==> src/rtl/mem_pkg.sv <==
// Shared definitions for the mem_bank_rv storage block: FSM states, request
// opcodes and the byte-lane count helper.
package mem_pkg;

    typedef enum logic {
        ST_INIT = 1'b0,
        ST_RUN  = 1'b1
    } state_t;

    localparam logic OP_WRITE = 1'b1;
    localparam logic OP_READ  = 1'b0;

    function automatic int lane_count(input int width);
        return width / 8;
    endfunction

endpackage

==> src/rtl/mem_array.sv <==
// DEPTH x WIDTH storage with a byte-enabled synchronous write port and a
// registered read port. The array itself is never reset.
module mem_array #(
    parameter int WIDTH      = 8,
    parameter int DEPTH      = 16,
    parameter int ADDR_WIDTH = 4
) (
    input  logic                  clk,
    input  logic                  en,
    input  logic                  we,
    input  logic [ADDR_WIDTH-1:0] addr,
    input  logic [WIDTH-1:0]      wdata,
    input  logic [WIDTH/8-1:0]    wstrb,
    output logic [WIDTH-1:0]      rdata
);

    logic [WIDTH-1:0] mem [DEPTH];

    // rdata only moves on a read, so it holds between read responses
    always_ff @(posedge clk) begin
        if (en) begin
            if (we) begin
                for (int k = 0; k < WIDTH / 8; k++) begin
                    if (wstrb[k]) mem[addr][8*k +: 8] <= wdata[8*k +: 8];
                end
            end else begin
                rdata <= mem[addr];
            end
        end
    end

endmodule

==> src/rtl/mem_bank_rv.sv <==
// Single-port memory bank with valid/ready requests and a one-cycle registered
// response. Define MEM_BANK_INIT_EN to add the post-reset zero-fill sweep.
//
// state   | meaning
// INIT    | zero-fill sweep, one word per cycle, ready held low
// RUN     | accepting one request per cycle, no backpressure
module mem_bank_rv
    import mem_pkg::*;
#(
    parameter int WIDTH      = 8,
    parameter int DEPTH      = 16,
    parameter int ADDR_WIDTH = 4
) (
    input  logic                  clk,
    input  logic                  rst,
    input  logic                  valid,
    output logic                  ready,
    input  logic                  wr_rd,
    input  logic [ADDR_WIDTH-1:0] addr,
    input  logic [WIDTH-1:0]      wdata,
    input  logic [WIDTH/8-1:0]    wstrb,
    output logic [WIDTH-1:0]      rdata,
    output logic                  resp_valid,
    output logic                  err
);

    localparam int                    LANES   = lane_count(WIDTH);
    localparam logic [ADDR_WIDTH:0]   DEPTH_L = (ADDR_WIDTH + 1)'(DEPTH);
    localparam logic [ADDR_WIDTH-1:0] LAST    = ADDR_WIDTH'(DEPTH - 1);

    state_t                state;
    logic                  init_phase;
    logic [ADDR_WIDTH-1:0] init_addr;
    logic                  accept;
    logic                  in_range;
    logic                  rd_sel;
    logic                  arr_en;
    logic                  arr_we;
    logic [ADDR_WIDTH-1:0] arr_addr;
    logic [WIDTH-1:0]      arr_wdata;
    logic [LANES-1:0]      arr_wstrb;
    logic [WIDTH-1:0]      arr_q;

`ifdef MEM_BANK_INIT_EN
    always_ff @(posedge clk or negedge rst) begin
        if (!rst) begin
            state     <= ST_INIT;
            init_addr <= '0;
            ready     <= 1'b0;
        end else begin
            case (state)
                ST_INIT: begin
                    ready <= 1'b0;
                    if (init_addr == LAST) state <= ST_RUN;
                    else                   init_addr <= init_addr + 1'b1;
                end
                ST_RUN:  ready <= 1'b1;
                default: state <= ST_INIT;
            endcase
        end
    end

    assign init_phase = (state == ST_INIT);
`else
    always_ff @(posedge clk or negedge rst) begin
        if (!rst) begin
            state <= ST_RUN;
            ready <= 1'b0;
        end else begin
            state <= ST_RUN;
            ready <= (state == ST_RUN);
        end
    end

    assign init_phase = 1'b0;
    assign init_addr  = '0;
`endif

    assign accept   = valid & ready;
    assign in_range = {1'b0, addr} < DEPTH_L;

    // the sweep owns the array port while ready is low, so no arbitration needed
    assign arr_en    = init_phase | (accept & in_range);
    assign arr_we    = init_phase | (wr_rd == OP_WRITE);
    assign arr_addr  = init_phase ? init_addr : addr;
    assign arr_wdata = init_phase ? '0 : wdata;
    assign arr_wstrb = init_phase ? '1 : wstrb;

    mem_array #(
        .WIDTH      (WIDTH),
        .DEPTH      (DEPTH),
        .ADDR_WIDTH (ADDR_WIDTH)
    ) u_array (
        .clk   (clk),
        .en    (arr_en),
        .we    (arr_we),
        .addr  (arr_addr),
        .wdata (arr_wdata),
        .wstrb (arr_wstrb),
        .rdata (arr_q)
    );

    always_ff @(posedge clk or negedge rst) begin
        if (!rst) begin
            resp_valid <= 1'b0;
            err        <= 1'b0;
            rd_sel     <= 1'b0;
        end else begin
            resp_valid <= accept;
            err        <= accept & ~in_range;
            if (accept) rd_sel <= in_range & (wr_rd == OP_READ);
        end
    end

    // write and error responses present zero; read data holds until next response
    assign rdata = rd_sel ? arr_q : '0;

endmodule

==> config.mk <==
export PLATFORM = sky130hd
export DESIGN_NAME = mem_bank_rv
export DESIGN_NICKNAME = d
export VERILOG_FILES = /design/src/rtl/mem_pkg.sv /design/src/rtl/mem_array.sv /design/src/rtl/mem_bank_rv.sv
export SDC_FILE = /design/constraint.sdc
export NUM_CORES = 1
export LEC_CHECK = 0
export CORE_ASPECT_RATIO = 0.5
export CORE_MARGIN = 2
export CORE_UTILIZATION = 35
export CTS_CLUSTER_SIZE = 12
export DETAILED_ROUTE_END_ITERATION = 10
export PLACE_DENSITY = 0.54
export SLEW_MARGIN = 20
export SYNTH_ARGS = -nofsm -noshare
export SYNTH_HDL_FRONTEND = slang
export SYNTH_SLANG_ARGS = --single-unit
==> constraint.sdc <==
create_clock -name clk -period 4.8 [get_ports clk]
set_input_delay 0.48 -clock clk [delete_from_list [all_inputs] [get_ports clk]]
set_output_delay 0.48 -clock clk [all_outputs]
set_load 0.05 [all_outputs]
==> results of run 1 <==
per-layer routing:
layer	wire length (um)	global-route usage, %	up-vias
li1	-	-	1111
met1	4690	19.7	1292
met2	4990	20.2	80
met3	754	4.29	6
met4	96	4.74	0
met5	0	0	-
logic make-up (layout without fill, tap and decap cells):
group	after synthesis	after routing	share of synthesized area, %
buffers and inverters	15	60	1.67
other	2	2	0.139
flip-flops	139	139	77.1
AND/OR/NAND/NOR	46	46	4.24
multiplexers	32	32	14.5
AO/OA/AOI/OAI	17	17	2.37
how the worst min path moves through the flow:
stage                          startpoint                    to  slack (ns)
final                                 rst  resp_valid$_DFF_PN0_        0.24
after floorplan                       rst    rd_sel$_DFFE_PN0P_        0.18
after global placement    ready$_DFF_PN0_  resp_valid$_DFF_PN0_        0.52
after detailed placement  ready$_DFF_PN0_  resp_valid$_DFF_PN0_        0.53
after CTS                             rst  resp_valid$_DFF_PN0_        0.23
after global routing                  rst       ready$_DFF_PN0_        0.24
report_power, final:
| part | total, mW | switching, mW | internal, mW |
|---|---|---|---|
| clock network | 1.30 | 0.485 | 0.815 |
| registers | 1.34 | 0.00316 | 1.34 |
| logic | 0.143 | 0.0892 | 0.0541 |
| total | 2.79 | 0.578 | 2.21 |
layout make-up:
class / count / share of cell area (%)
clock inverter: 15 / 2.72
inverter: 1 / 0.0582
multi-input combinational: 97 / 18.1
clock buffer: 17 / 6.60
sequential: 139 / 64.5
tap: 204 / 3.96
timing repair buffer: 27 / 4.11
state kept, by name, summed over array words and instances, names as in the netlist:
name	cells
u_array.mem	128
ready	1
u_array.rdata	8
resp_valid	1
rd_sel	1
critical path, cell delays in order:
cell,delay [ns]
sky130_fd_sc_hd__clkdlybuf4s50_1,0.49
sky130_fd_sc_hd__and4_1,0.34
sky130_fd_sc_hd__or3b_2,0.55
sky130_fd_sc_hd__nor2_1,0.60
cells in the mapped netlist, drive strengths merged (2+ instances only):
| master | count |
|---|---|
| nand2b | 2 |
| edfxtp | 136 |
| mux4 | 32 |
| conb | 2 |
| dfrtp | 3 |
| nor2b | 2 |
| buf | 9 |
| nand3b | 2 |
| nor2 | 14 |
| and2 | 9 |
| a22oi | 16 |
| nor3 | 4 |
| nand2 | 10 |
| clkbuf | 5 |
per-stage QoR:
stage | hold WS, ns | area [um2] | total power [mW] | cells
after floorplan | 0.184 | 5390 | 1.45 | 251
after global placement | 0.517 | 5830 | 1.51 | 468
after detailed placement | 0.527 | 5830 | 1.51 | 468
after CTS | 0.233 | 6430 | 2.81 | 500
after global routing | 0.239 | 6450 | 2.88 | 500
final | 0.240 | 6450 | 2.79 | 500
==> results by stage, run 1 <==
Status:
- The run finished with clean final reports.

Timing:
- The number of pins with negative max-slew slack in the final report is 0.
- At the pin with the least slew margin, the transition time is 0.860 ns.
- The worst setup skew after layout is 0.00981 ns.
- The highest attainable clock frequency is 0.411 GHz.
- Headroom to the max-slew limit came out at 42.4%.
- The smallest clock period supported by the final layout is computed as 2.43 ns.
- Across all setup checks in the final design, the least slack found is 2.37 ns.
- The final sum of negative setup slack is 0 ns.
- The part of the cycle the worst path needs is 50.6%.
- Setup violations remaining at the end of the flow were counted as 0.
- The total count of hold-check failures in the final report came to 0.
- Setup repair after global routing left no endpoint under its margin.

Final layout:
- The post-route netlist has 17.9% of its cells at a drive strength greater than 1.
- At the end of the flow the core is filled with cells to 42.3%.
- In the final layout, the multi-input gates occupy 0.00116 mm2.
- The library cell used most frequently in the layout, excluding fill and tap cells, is sky130_fd_sc_hd__edfxtp_1.
- Leaving out fill and tap cells, the most frequent cells in the layout are sky130_fd_sc_hd__edfxtp_1 (136), sky130_fd_sc_hd__clkdlybuf4s50_1 (25), sky130_fd_sc_hd__clkbuf_16 (17).
- The filler cells instantiated in the layout total 1305.
- Across the whole layout, storage elements account for 0.00416 mm2.
- The final net count is 300.
- The total inserted antenna cells is 0.
- The relative area change from synthesis to final layout is 19.6%.

Yosys:
- The number of nets in the synthesized netlist is 268.
- Summed over all instances, the cell type with the most area after synthesis is sky130_fd_sc_hd__edfxtp_1.
- During synthesis, Yosys emitted a total of 0 warnings.
- The synthesized netlist contains 24 unique library cells.
- The synthesized design contains 139 register bits.
- The cell area after synthesis is 0.00539 mm2.
- Yosys attributes the largest share of cell area to sky130_fd_sc_hd__edfxtp_1 (76%), sky130_fd_sc_hd__mux4_1 (7.8%), sky130_fd_sc_hd__mux4_2 (6.7%).
- In this run the biggest area consumer among cell types represents 75.7% of the synthesized area.
- Synthesis produced a netlist whose cell count is 251.
- For this run, asynchronously set or reset flops after synthesis account for 2.16%.
- The number of enable-type register cells in the synthesized netlist is 136.
- Averaged over all synthesized cells, the footprint is 21.5 um2.
- The top flip-flop cell by instance count after synthesis is sky130_fd_sc_hd__edfxtp_1.
- The proportion of synthesized chip area in sequential cells is 77.1%.

Worst setup path:
- Of all nets on the critical path, the largest fanout is 8.
- For flop-to-flop paths, the worst setup slack is 2.58 ns.
- The critical path endpoint is u_array.mem[4][3]$_DFFE_PP_.
- STA puts the critical path data required time at 4.84 ns.
- The worst setup path is captured at a flop.
- The critical setup path kind is in -> reg.
- At the worst endpoint, the arrival time is 2.47 ns.
- The worst register-to-register path ends at u_array.mem[4][3]$_DFFE_PP_.
- Measured in cells, the most critical reg-to-reg path has a length of 3.
- The first element of the critical path is wr_rd.
- The startpoint of the most critical register-to-register path is ready$_DFF_PN0_.
- STA classifies the critical path startpoint as a primary input.

Floorplanning:
- The initial core utilization is 35.4%.
- The die span in y is 91.8 um.
- For this design the top-level I/O count stands at 28.
- The floorplan step defined a die boundary enclosing 0.0165 mm2.
- The initialized floorplan defines 32 standard-cell rows.
- The die is 180 um wide.
- In this run the standard cell core region covers 0.0153 mm2.

Detailed routing:
- The post-route antenna net violation count is 0.
- The number of detailed-route iterations in the first pass is 4.
- The DRC violation count after routing is 0.
- Using the TritonRoute via totals, the vias-per-cell ratio works out to 4.98.
- The total wire length is 10.5 mm.
- The routed wirelength normalized by instance count is 21.0 um.
- The starting DRC count in detailed routing is 242.
- The routed layout has 2489 vias.

Global routing:
- Entering global routing, the biggest net connects 37 pins.
- The number of antenna violations at the first check in global routing was 0.
- Summed over all layers, the global routing overflow is 0.
- The via count of the first global-routing pass was 2499.
- The overall routing resource usage is 13.8%.
- The first-pass GRT wire length is 16.0 mm.

Clock network:
- At the later pin of the worst-skew pair, clock insertion delay measures 0.41 ns.
- Buffers inserted to repair hold after CTS numbered 0.
- The TritonCTS sink count is 139.
- The H-tree was split into 4 levels.
- The maximum root-to-sink buffer count is 2.
- The post-CTS setup-driven buffer insertion count is 0.
- In this run the clock root is driven by a sky130_fd_sc_hd__clkbuf_16.
- Clock-pin slew was measured on the worst setup and hold paths at 0.06 ns.
- Gates resized during post-CTS repair numbered 0.
- Counting the buffers created by CTS gives 17.
- The CTS tree is done.

Pwr:
- The maximum ir drop on the vdd rail is 0.000192 V.
- The ratio of total power to cell area is 432 mW/mm2.
- In this run the static leakage power is 2.07 nW.

Placed design:
- The final RePlAce weighted congestion is 0.738.
- The half-perimeter wire length of the detailed placement result is 6.60 mm.
- Buffers placed on the I/O ports in this run total 26.
- Before CTS, the worst setup slack after placement is 1.66 ns.

Run:
- Across the run, the number of max-cap violations was 0.

Hold path:
- The worst hold path belongs to the class in -> async.
(Power assumes the default switching activity.)
==> run 2, diff against run 1 <==
- clock period: 4.8 -> 2.35 ns (I/O delays scaled with it)
==> results by stage, run 2 (same netlist as run 1, synthesis figures left out) <==
Timing:
- The total count of hold-check failures in the final report was 0 (unchanged).
- After layout, the worst path uses 86.7% of the clock period.
- The final sum of negative setup slack came to 0 ns (unchanged).
- The worst slew margin relative to its limit is 56.7% (was 42.4%).
- The highest attainable clock frequency is 0.491 GHz.
- The final period demand of the worst path is 2.04 ns.
- The number of failing setup endpoints in the final timing report came to 0 (unchanged).
- The number of pins with negative max-slew slack in the final report is 0 (unchanged).
- The transition time at the pin with the least slew margin came to 0.648 ns (was 0.860 ns).
- Setup repair after global routing missed its margin: no (unchanged).
- The worst setup skew after layout is 0.00546 ns (was 0.00981 ns).

Worst setup path:
- The critical setup path kind is reg -> out (was in -> reg).
- The maximum net fanout on the critical path was 9 (was 8).
- The first element of the critical path was rd_sel$_DFFE_PN0P_ (was wr_rd).
- The startpoint of the most critical register-to-register path was ready$_DFF_PN0_ (unchanged).
- The slowest cell on the critical path is sky130_fd_sc_hd__clkdlybuf4s50_1 (was sky130_fd_sc_hd__nor2_1).
- The critical path buffer and inverter count came to 1 (unchanged).
- The family with the most delay on the worst path is buffers and inverters (was simple AND/OR/NAND/NOR gates).
- The data arrival at the endpoint of the critical path is 1.80 ns (was 2.47 ns).
- The delay of the slowest cell on the worst path is 0.80 ns (was 0.60 ns).
- Cells along the critical path: and2_1, clkdlybuf4s50_1 (was clkdlybuf4s50_1, and4_1, or3b_2, nor2_1).
- The critical path data required time is 2.12 ns (was 4.84 ns).
- The startpoint type of the worst setup path is a flop (was primary input).
- The category of the worst setup path capture point is an output pin (was flop).

Clock network:
- The CTS buffer count was 17 (unchanged).
- The CTS H-tree depth is 4 (unchanged).
- The worst-skew pair later-pin latency was 0.41 ns (about the same).
- The cell at the root of the clock tree was sky130_fd_sc_hd__clkbuf_16 (unchanged).
- The post-CTS setup-driven buffer insertion count is 0 (unchanged).
- The CTS tree is done (unchanged).
- The clock-pin transition on the worst setup and hold timing paths was 0.06 ns (about the same).
- The TritonCTS sink count is 139 (unchanged).
- The maximum root-to-sink buffer count is 2 (unchanged).

Final layout:
- The relative area change from synthesis to final layout is 24.1% (was 19.6%).
- The core utilization of the finished layout was 43.9% (was 42.3%).
- The flip-flop count of the largest register, all copies and words added is 128 (unchanged).
- The final instance area came to 0.00669 mm2 (was 0.00645 mm2).
- The most frequent standard cell in the layout excluding fill and tap cells was sky130_fd_sc_hd__edfxtp_1 (unchanged).
- Highest-count cells in the layout ignoring fill and taps: sky130_fd_sc_hd__edfxtp_1 (136), sky130_fd_sc_hd__clkdlybuf4s50_1 (25), sky130_fd_sc_hd__buf_4 (22) (was sky130_fd_sc_hd__edfxtp_1 (136), sky130_fd_sc_hd__clkdlybuf4s50_1 (25), sky130_fd_sc_hd__clkbuf_16 (17)).
- The final net count was 324 (was 300).
- The fraction of layout instances using a drive strength above 1 is 23.1% (was 17.9%).
- The total inserted antenna cells is 0 (unchanged).
- Largest registers: u_array.mem: 128 flops, u_array.rdata: 8 flops (unchanged).
- The register name with the most flops is u_array.mem (unchanged).

Detailed routing:
- The met2 wirelength from detailed routing was 4.98 mm (was 4.99 mm).
- The starting DRC count in detailed routing is 176 (was 242).
- The number of detailed-route iterations in the first pass is 4 (unchanged).
- The post-route antenna net violation count came to 0 (unchanged).
- The total wire length is 10.3 mm (was 10.5 mm).
- The routed wirelength normalized by instance count is 19.6 um (was 21.0 um).
- The routed length on met3 is 393 um (was 754 um).
- The total via count in the routed design is 2559 (was 2489).
- The DRC violation count after routing is 0 (unchanged).
- The highest metal layer used by the detailed router is met4 (unchanged).
- The number of vias per cell is 4.88 (was 4.98).
- The routed length on met1 is 4.73 mm (was 4.69 mm).

Global routing:
- The total congestion overflow after global routing is 0 (unchanged).
- The number of antenna violations at the first check in global routing is 0 (unchanged).
- The first-pass GRT wire length is 16.0 mm (unchanged).
- The via count of the first global-routing pass came to 2728 (was 2499).
- The overall routing resource usage is 13.5% (was 13.8%).
- The pin count of the biggest net entering global routing is 37 (unchanged).

Hold path:
- The startpoint of the most critical hold path is valid.
- The path class of the lowest-slack min-delay path is in -> reg (was in -> async).

Run:
- The max-cap violation count is 0 (unchanged).

Floorplanning:
- The area of the die was 0.0165 mm2 (unchanged).
- The core footprint is 0.0153 mm2 (unchanged).
- The I/O pin total is 28 (unchanged).
- The horizontal die dimension is 180 um (unchanged).
- The initial core utilization is 35.4% (unchanged).
- The total number of placement rows is 32 (unchanged).
- The die span in y is 91.8 um (unchanged).

Placed design:
- The final RePlAce weighted congestion is 0.755 (was 0.738).
- The half-perimeter wire length of the detailed placement result is 6.81 mm (was 6.60 mm).
- The quantity of I/O buffers inserted on ports is 26 (unchanged).
- The placed instance area is 0.00603 mm2 (was 0.00583 mm2).

Pwr:
- The internal power summed over all cells is 4.78 mW (was 2.21 mW).
- The sequential fraction of design power is 46.2% (was 48.2%).
- The switching share of power is 19.7% (was 20.7%).
- The net switching power is 1.17 mW (was 0.578 mW).
- The proportion of power drawn by combinational gates came to 5.1% (about the same).
- The total leakage power came to 2.24 nW (was 2.07 nW).
- The ratio of total power to cell area is 889 mW/mm2 (was 432 mW/mm2).
- The maximum ir drop on the vdd rail is 0.000457 V (was 0.000192 V).
- The clock network fraction of design power is 48.8% (was 46.6%).

Status:
- Run status: completed (unchanged).
==> run 2: cell count changes in the layout (fill, tap and decap cells not counted), sizes merged <==
cell,delta
clkbuf,+1
clkinv,-2
clkinvlp,-3
bufinv,+2
inv,+2
buf,+23
dlygate4sd3,+1
==> run 2: power by group through the flow <==
| stage | Combinational, mW | Clock, mW | Sequential (mW) |
|---|---|---|---|
| 2_1_floorplan | 0.169 | 0 | 2.80 |
| 3_3_place_gp | 0.298 | 0 | 2.80 |
| 3_5_place_dp | 0.303 | 0 | 2.80 |
| 4_1_cts | 0.305 | 2.95 | 2.75 |
| 5_1_grt | 0.325 | 3.06 | 2.75 |
| 6_report | 0.301 | 2.90 | 2.75 |
==> run 2: area by class of cell <==
class | count | area [um2]
Tap cell | 204 | 255
Inverter | 1 | 3.75
Clock inverter | 14 | 214
Sequential cell | 139 | 4160
Multi-Input combinational cell | 97 | 1150
Clock buffer | 18 | 439
Fill cell | 1280 | 8560
Timing Repair Buffer | 51 | 470
==> run 2: metal layers <==
layer,track usage [%],vias to the layer above
met5,0,-
met4,5.76,0
met3,3.53,13
met2,21.2,63
met1,17.8,1327
li1,-,1156
==> run 2: path summary, 6_finish.rpt <==
kind	to	slack, ns	cells past startpoint
max	rdata[4]	0.31	2
min	resp_valid$_DFF_PN0_	0.44	3
max reg2reg	u_array.mem[0][0]$_DFFE_PP_	0.55	4
min reg2reg	resp_valid$_DFF_PN0_	0.54	2
max in group asynchronous	resp_valid$_DFF_PN0_	1.65	2
min in group asynchronous	ready$_DFF_PN0_	0.56	2
==> run 2: worst min-delay path: stages <==
cell	delay [ns]
sky130_fd_sc_hd__clkdlybuf4s50_1	0.42
sky130_fd_sc_hd__nand2_1	0.11
sky130_fd_sc_hd__inv_1	0.04
==> run 2: timing repair <==
item / CTS / global route
endpoints found under the hold margin: 3 / 0
resized for setup: 0 / 0
hold buffers: 1 / 0
==> run 2: stage by stage <==
step	power (mW)	worst slack, ns	instances	hold slack [ns]
3_3_place_gp	3.10	0.171	491	0.422
6_report	5.95	0.313	524	0.443
2_1_floorplan	2.97	0.163	251	-0.0606
4_1_cts	6.00	0.272	524	0.426
3_5_place_dp	3.10	0.149	491	0.435
5_1_grt	6.13	0.195	524	0.476
